<file path="src/rtl/apb_master.sv">
// apb_master: turns one-cycle CPU requests into APB SETUP/ACCESS transfers across five decoded slave slots
module apb_master #(
   parameter logic [31:0] BASE_ADDR = 32'h1000_0000,
   parameter int SLOT_SHIFT = 12
) (
   input  logic        PCLK,
   input  logic        PRESET,
   input  logic        transfer,
   input  logic        write,
   input  logic [31:0] addr,
   input  logic [31:0] wdata,
   output logic [31:0] rdata,
   output logic        ready,
   output logic [31:0] PADDR,
   output logic [31:0] PWDATA,
   output logic        PWRITE,
   output logic        PENABLE,
   output logic        PSEL0,
   output logic        PSEL1,
   output logic        PSEL2,
   output logic        PSEL3,
   output logic        PSEL4,
   input  logic [31:0] PRDATA0,
   input  logic [31:0] PRDATA1,
   input  logic [31:0] PRDATA2,
   input  logic [31:0] PRDATA3,
   input  logic [31:0] PRDATA4,
   input  logic        PREADY0,
   input  logic        PREADY1,
   input  logic        PREADY2,
   input  logic        PREADY3,
   input  logic        PREADY4
);
   typedef enum logic [1:0] {IDLE, SETUP, ACCESS} state_t;
   state_t state, state_nx;
   logic [31:0] addr_r, wdata_r, offset, slot, p_rdata;
   logic [31:0] prdata [5];
   logic [4:0] sel_vec, pready;
   logic write_r, valid, p_ready, active;
   assign prdata = '{PRDATA0, PRDATA1, PRDATA2, PRDATA3, PRDATA4};
   assign pready = {PREADY4, PREADY3, PREADY2, PREADY1, PREADY0};
   assign offset = addr_r - BASE_ADDR;
   assign slot = offset >> SLOT_SHIFT;
   assign valid = addr_r >= BASE_ADDR && offset < (32'd5 << SLOT_SHIFT);
   for (genvar g = 0; g < 5; g++) begin : g_sel
      assign sel_vec[g] = valid && slot == 32'(g);
   end
   // unmapped addresses complete immediately with zero data instead of hanging
   always_comb begin
      p_rdata = '0;
      p_ready = ~|sel_vec;
      for (int i = 0; i < 5; i++)
         if (sel_vec[i]) begin
            p_rdata = prdata[i];
            p_ready = pready[i];
         end
   end
   always_comb
      state_nx = state == IDLE  ? (transfer ? SETUP : IDLE) :
                 state == SETUP ? ACCESS :
                 (p_ready ? IDLE : ACCESS);
   always_ff @(posedge PCLK or posedge PRESET)
      if (PRESET) state <= IDLE;
      else state <= state_nx;
   always_ff @(posedge PCLK or posedge PRESET)
      if (PRESET) begin
         addr_r  <= '0;
         wdata_r <= '0;
         write_r <= 1'b0;
      end else if (state == IDLE && transfer) begin
         addr_r  <= addr;
         wdata_r <= wdata;
         write_r <= write;
      end
   assign active = state != IDLE;
   assign {PSEL4, PSEL3, PSEL2, PSEL1, PSEL0} = sel_vec & {5{active}};
   assign PENABLE = state == ACCESS;
   assign ready = PENABLE && p_ready;
   assign rdata = (ready && !write_r) ? p_rdata : '0;
   assign PADDR = addr_r;
   assign PWDATA = wdata_r;
   assign PWRITE = write_r;
endmodule

</file>
<file path="config.mk">
export PLATFORM = sky130hd
export DESIGN_NAME = apb_master
export DESIGN_NICKNAME = d
export VERILOG_FILES = /design/src/rtl/apb_master.sv
export SDC_FILE = /design/constraint.sdc
export NUM_CORES = 1
export LEC_CHECK = 0
export ABC_AREA = 1
export CAP_MARGIN = 20
export CORE_AREA = 2 2 130 132
export DETAILED_ROUTE_END_ITERATION = 10
export DIE_AREA = 0 0 132 134
export PLACE_DENSITY_LB_ADDON = 0.15
export SLEW_MARGIN = 20
export SYNTH_ARGS = -nofsm -noshare
export SYNTH_HDL_FRONTEND = slang
export SYNTH_SLANG_ARGS = --single-unit
</file>
<file path="constraint.sdc">
create_clock -name PCLK -period 2.8 [get_ports PCLK]
set_clock_uncertainty 0.05 [all_clocks]
set_input_delay 0.56 -clock PCLK [delete_from_list [all_inputs] [get_ports PCLK]]
set_output_delay 0.56 -clock PCLK [all_outputs]
set_load 0.05 [all_outputs]
</file>
==> metrics, run 1 <==
hpwl dp between 15000 and 20000 um; CTS buffer count 9; maxcap violations 0; Hold Vio Cnt, Final 0; f_max 323.0 MHz; ANT nets after route 0; Mapped Area between 0.004 and 0.005 mm2; #FFs+latches synth 67; cell area after layout between 0.01 and 0.015 mm2; WS Path Type register to output port; synthesized net count 992; vias 6135; cts hold-fix bufs 0; top sig layer met4; RSZ-0062 raised after global routing yes; worst reg2reg endpoint PADDR[18]; Die Height between 100 and 150 um; Critical Path End rdata[2]; Row Count 47; GRT Residual Overflow 0; Critical Path AT 2.49 ns; H-tree levels 3; fin crit period just over 3 ns; DRC 0; Port Buffers about 340; 1st-pass router iterations 4; largest net degree at the start of global routing between 40 and 50; average size of a mapped cell just over 6 um2; fin nets between 1k and 1.5k; Distinct cells, synth 24; FF-to-FF path depth 5; worst slew pin tran around 0.86 ns; met3 routed WL about 1900 um; PnR worst setup slack -0.2961 ns; GRT Total Usage 0.2437; Mapped Cells approximately 760; Final period util 1.106; I/O Pins between 300 and 400; Peak VDD IR about 730 uV; status finished with violations; FILL cells about 1.5k; layout cells sized above 1 0.2598; initial antenna violation count 0; crit path max fanout 7; clk sinks 67; Die Wd roughly 130 um; Worst EP required 2.19 ns; DR iter-0 viols between 200 and 300; drt wl/cell between 15 and 20 um; Reg area about 0.0017 mm2; # diodes 0; CTS tree done; CP Capture Type output port; Pwr Density between 700 and 800 mW/mm2; dpl ws -0.02631 ns; CTS clk-pin slew, worst paths about 0.060 ns; first-pass GRT wire length between 30000 and 40000 um; Slew Limit Fails 0; Via density 4.565; die area roughly 0.018 mm2; CTS max path bufs 2; routed length on met1 between 8000 and 9000 um; setup TNS -7.361 ns; CP Launch Type register; worst-skew pair later-pin latency 0.34 ns; Final Setup Violations 32; R2R Setup Slk about 0.75 ns; starting density of the core 0.2862; P_leak between 0.004 and 0.005 uW; met2 wire len about 11000 um; vias in the first global route slightly above 6k; core area 0.01629 mm2; failing checks negative setup slack; RD Place Congestion ~0.84; Yosys warning count 0; area grow syn2layout 117.1%; worst setup path start PADDR[27]; post-synthesis sequential area ratio 0.3596; reg2reg start state[0]; Clock Tree Root clkbuf_16; worst hold path type register to register; Final Routed Wirelength 22270 um; placed cell area around 0.0092 mm2; Worst slew margin 0.4223; multi-input logic area about 0.0031 mm2
==> per-layer routing <==
| layer | vias to the layer above | global-route usage |
|---|---|---|
| met5 | - | 0 |
| met4 | 0 | 0.1105 |
| met3 | 40 | 0.07067 |
| met2 | 246 | 0.4170 |
| met1 | 2780 | 0.2830 |
| li1 | 3069 | - |
==> synthesized netlist by cell type <==
| library cell | n | share of area |
|---|---|---|
| nand2_1 | 355 | 0.29 |
| a21oi_4 | 1 | 0.0035 |
| a21oi_1 | 1 | 0.0011 |
| o21ai_0 | 14 | 0.015 |
| or2_2 | 33 | 0.044 |
| or2_0 | 5 | 0.0067 |
| inv_1 | 59 | 0.048 |
| nor2_4 | 1 | 0.0024 |
| buf_2 | 11 | 0.012 |
| nand2_2 | 2 | 0.0027 |
| nand3_2 | 1 | 0.0021 |
| o211ai_1 | 26 | 0.042 |
| buf_1 | 3 | 0.0024 |
| nand3_1 | 70 | 0.075 |
| nor2_1 | 61 | 0.049 |
| nand4_1 | 5 | 0.0067 |
| nor3_1 | 5 | 0.0054 |
| inv_2 | 5 | 0.0040 |
| buf_4 | 2 | 0.0032 |
| clkinv_1 | 1 | 0.00080 |
| nor2_2 | 2 | 0.0027 |
| dfrtp_1 | 67 | 0.36 |
| nor3_4 | 1 | 0.0035 |
| clkbuf_1 | 28 | 0.023 |
==> flip-flops by register name, summed over array words and instances, names as in the netlist <==
register  count
PADDR        32
PWDATA       32
state         2
PWRITE        1
==> logic make-up (layout without fill, tap and decap cells) <==
kind of cell	after synthesis	count (layout)	share of synthesized area
simple gates	541	541	0.4866
flops	67	67	0.3596
buf+inv	109	474	0.09232
compound gates	42	42	0.06146
==> critical path, cell delays in order (launching register included) <==
cell and delay, ns:
dfrtp_2 0.41, nor2_2 0.11, nand2_2 0.07, nor2_4 0.18, buf_12 0.14, inv_4 0.03
nor2_4 0.10, nand4_1 0.11, buf_6 0.18, buf_4 0.14, buf_6 0.12, nand3_2 0.06
o211ai_1 0.07, nand2_1 0.08, nand2_2 0.09, nor2_4 0.11, buf_12 0.14
==> per-stage QoR <==
| step | total power, uW | utilization | hold slack [ns] | instances |
|---|---|---|---|---|
| floorplan | 4294 | - | 0.5194 | 759 |
| global placement | 6039 | 0.5620 | 0.4114 | 1309 |
| detailed placement | 6049 | 0.5620 | 0.4137 | 1309 |
| CTS | 7473 | 0.6047 | 0.4313 | 1340 |
| global route | 7893 | 0.6212 | 0.4461 | 1344 |
| finish | 7490 | 0.6212 | 0.4271 | 1344 |
==> cells in the final DEF, fill, tap and decap left out, types with 2 or more instances in the layout <==
cell type	synthesis	layout
nor2_2	2	7
buf_6	0	9
nand3_1	70	46
clkdlybuf4s50_1	0	298
o21ai_1	0	2
nor2_1	61	17
o21ai_0	14	12
buf_4	2	31
inv_6	0	4
inv_1	59	56
inv_2	5	6
nand3_2	1	24
o211ai_1	26	26
nand4_1	5	5
or2_0	5	5
nor2_4	1	40
buf_16	0	7
nand2_1	355	313
nor3_1	5	4
dfrtp_1	67	47
buf_12	0	45
or2_2	33	33
clkbuf_16	0	11
dfrtp_2	0	20
clkinvlp_4	0	2
nand2_2	2	43
==> where the power goes <==
group / switching, uW / internal, uW / total (uW)
clock network: 484 / 704 / 1190
logic: 2900 / 1650 / 4540
registers: 303 / 1460 / 1760
total: 3680 / 3810 / 7490
==> timing repair <==
item | 4_1_cts | 5_1_grt
gates resized for setup | 60 | 56
endpoints found under the setup margin | 35 | 37
hold endpoints to repair | 0 | 0
pin swaps | 17 | 47
gates cloned | 7 | 2
setup buffers | 8 | 2
==> worst min path at each step <==
stage / startpoint / endpoint / slack, ns / cells after the start
CTS: PADDR[4] / PADDR[4] / 0.43 / 2
global route: PWDATA[31] / PWDATA[31] / 0.45 / 2
floorplan: state[1] / state[1] / 0.52 / 2
global placement: PWDATA[11] / PWDATA[11] / 0.41 / 2
detailed placement: PWDATA[10] / PWDATA[10] / 0.41 / 2
finish: PADDR[4] / PADDR[4] / 0.43 / 2
==> area by class of cell <==
cell class,instances,area share
clock buffer,9,0.02226
timing repair buffer,393,0.4423
clock inverter,7,0.008160
inverter,65,0.02535
tap,220,0.02720
multi-input combinational,583,0.3066
sequential,67,0.1682
Power figures use the tool's default switching activity.
==> run 2: changes to the inputs <==
--- a/config.mk
+++ b/config.mk
@@ -6,12 +6,12 @@
 export NUM_CORES = 1
 export LEC_CHECK = 0
 export ABC_AREA = 1
-export CAP_MARGIN = 20
 export CORE_AREA = 2 2 130 132
 export DETAILED_ROUTE_END_ITERATION = 10
 export DIE_AREA = 0 0 132 134
 export PLACE_DENSITY_LB_ADDON = 0.15
-export SLEW_MARGIN = 20
+export SETUP_SLACK_MARGIN = 0.1
+export SLEW_MARGIN = 25
 export SYNTH_ARGS = -nofsm -noshare
 export SYNTH_HDL_FRONTEND = slang
 export SYNTH_SLANG_ARGS = --single-unit
==> metrics, run 2 (synthesis gave the netlist of run 1 again) <==
status finished with violations (unchanged); failing checks negative setup slack (unchanged); worst hold path type register to register (unchanged); CTS max path bufs 2 (unchanged); Worst EP required 2.19 ns (about the same); WS Path Type register to output port (unchanged); fin nets 1372 (was 1352); most common cell after layout, fill and taps aside clkdlybuf4s50_1 (was nand2_1); clk sinks 67 (unchanged); Final period util 1.100 (was 1.106); DRC 0 (unchanged); CP Launch Type register (unchanged); Switching Fraction 0.4774 (was 0.4917); GRT Residual Overflow 0 (unchanged); worst reg2reg endpoint state[1] (was PADDR[18]); Via density 4.579 (was 4.565); HP Start PWDATA[8] (was PADDR[4]); worst slew pin tran 0.5733 ns (was 0.8633 ns); core area 0.01629 mm2 (unchanged); FILL cells 1453 (was 1470); hpwl dp 16120 um (was 16390 um); Core Util, Final 0.6381 (was 0.6212); Final Setup Violations 32 (unchanged); ANT nets after route 0 (unchanged); CTS tree done (unchanged); vias 6246 (was 6135); fin crit period 3.081 ns (was 3.096 ns); FF-to-FF path depth 12 (was 5); initial antenna violation count 0 (unchanged); crit path max fanout 13 (was 7); RD Place Congestion 0.8709 (was 0.8387); drt wl/cell 16.88 um (was 16.57 um); Reg area 0.001702 mm2 (unchanged); CTS buffer count 9 (unchanged); Die Wd 132 um (unchanged); PnR worst setup slack -0.2811 ns (was -0.2961 ns); R2R Setup Slk 1.05 ns (was 0.75 ns); Die Height 134 um (unchanged); RSZ-0062 raised after global routing yes (unchanged); starting density of the core 0.2862 (unchanged); cell area after layout 0.01040 mm2 (was 0.01012 mm2); first-pass GRT wire length 33940 um (was 33730 um); layout cells sized above 1 0.2850 (was 0.2598); largest net degree at the start of global routing 66 (was 47); WHS Path Cells 2 (unchanged); most frequent cells in the layout clkdlybuf4s50_1, nand2_1, nand3_1, nand2_2, inv_1 (was nand2_1, clkdlybuf4s50_1, inv_1, dfrtp_1, nand3_1); Critical Path AT 2.47 ns (was 2.49 ns); Int Power 4083 uW (was 3807 uW); DR iter-0 viols 362 (was 267); combinational share of power 0.607 (about the same); maxcap violations 0 (unchanged); Port Buffers 336 (unchanged); worst-skew pair later-pin latency 0.34 ns (about the same); Worst slew margin 0.6178 (was 0.4223); CP Capture Type output port (unchanged); CTS clk-pin slew, worst paths 0.06 ns (about the same); placed cell area 0.009180 mm2 (was 0.009155 mm2); multi-input logic area 0.003178 mm2 (was 0.003103 mm2); Hold EP PWDATA[8] (was PADDR[4]); H-tree levels 3 (unchanged); reg2reg start PADDR[22] (was state[0]); Peak VDD IR 962.8 uV (was 733.3 uV); switching power 3730 uW (was 3683 uW); I/O Pins 337 (unchanged); area grow syn2layout 123.0% (was 117.1%); Clock Power Share 0.167 (was 0.159); Clock Tree Root clkbuf_16 (unchanged); Pwr Density 751.5 mW/mm2 (was 740.1 mW/mm2); Hold Vio Cnt, Final 0 (unchanged); GRT Total Usage 0.2441 (was 0.2437); dpl ws -0.07012 ns (was -0.02631 ns); vias in the first global route 6118 (was 6061); f_max 324.6 MHz (was 323.0 MHz); worst setup path start PADDR[22] (was PADDR[27]); 1st-pass router iterations 5 (was 4); Row Count 47 (unchanged); Final Routed Wirelength 23030 um (was 22270 um); Slew Limit Fails 0 (unchanged); P_leak 0.004681 uW (was 0.004626 uW); die area 0.01769 mm2 (unchanged); power share of the sequential group 0.226 (was 0.235); # diodes 0 (unchanged)
==> run 2: final cells by class <==
type | count | area share
multi-input cells | 584 | 0.3057
well taps | 220 | 0.02648
inverters | 65 | 0.02624
clock buffers | 10 | 0.02203
repair buffers | 412 | 0.4450
clock inverters | 6 | 0.01083
flip-flops and latches | 67 | 0.1637
==> run 2: worst max path at each step <==
| stage | end | slack [ns] | cells after the start |
|---|---|---|---|
| 6_report | rdata[19] | -0.28 | 14 |
| 3_5_place_dp | rdata[30] | -0.07 | 14 |
| 3_3_place_gp | rdata[18] | -0.05 | 11 |
| 2_1_floorplan | rdata[10] | 0.04 | 10 |
| 5_1_grt | rdata[19] | -0.43 | 14 |
| 4_1_cts | rdata[6] | -0.34 | 15 |
==> run 2: per-layer routing <==
layer | global-route usage | routed length, um | part of all wire
met5 | 0 | 0 | 0
met1 | 0.2882 | 8913 | 0.39
met2 | 0.4303 | 11540 | 0.50
met3 | 0.06576 | 2027 | 0.088
met4 | 0.08031 | 542 | 0.024
==> run 2: power groups by stage <==
stage	clock [uW]	combinational (uW)	sequential, uW
3_3_place_gp	0	4400	1730
4_1_cts	1330	4600	1740
3_5_place_dp	0	4420	1730
6_report	1310	4740	1770
2_1_floorplan	0	1000	3330
5_1_grt	1370	5010	1830
==> run 2: through the flow <==
step | hold WS [ns] | setup TNS (ns) | power, uW | std cells
final | 0.4291 | -8.113 | 7812 | 1364
after global routing | 0.4416 | -13.07 | 8216 | 1364
after CTS | 0.4300 | -9.098 | 7678 | 1351
after detailed placement | 0.4138 | -0.7647 | 6147 | 1319
after global placement | 0.4117 | -0.2106 | 6135 | 1319
after floorplan | 0.5576 | 0 | 4336 | 759
==> run 2: critical path, stage by stage (launching register included) <==
cell and delay [ns]:
dfrtp_2 0.40, nor2_2 0.12, nand2_2 0.07, nor2_4 0.14, buf_6 0.12, nand3_4 0.09
nor3_4 0.22, nand2_4 0.14, buf_4 0.22, or2_0 0.21, nand2_1 0.07, nand2_1 0.05
nand2_1 0.10, nor2_4 0.05, buf_12 0.14
==> run 2: what timing repair did <==
item	CTS	global route
pin swaps	26	46
gates cloned	4	7
resized for setup	82	69
setup endpoints to repair	37	38
setup buffers	12	7
hold buffers	0	0
==> run 3: changes to the inputs <==
--- a/config.mk
+++ b/config.mk
@@ -9,6 +9,7 @@
 export CORE_AREA = 2 2 130 132
 export DETAILED_ROUTE_END_ITERATION = 10
 export DIE_AREA = 0 0 132 134
+export GPL_ROUTABILITY_DRIVEN = 0
 export PLACE_DENSITY_LB_ADDON = 0.15
 export SETUP_SLACK_MARGIN = 0.1
 export SLEW_MARGIN = 25
==> results of run 3 <==
Final layout, timing and power as in run 2 (identical DEF).
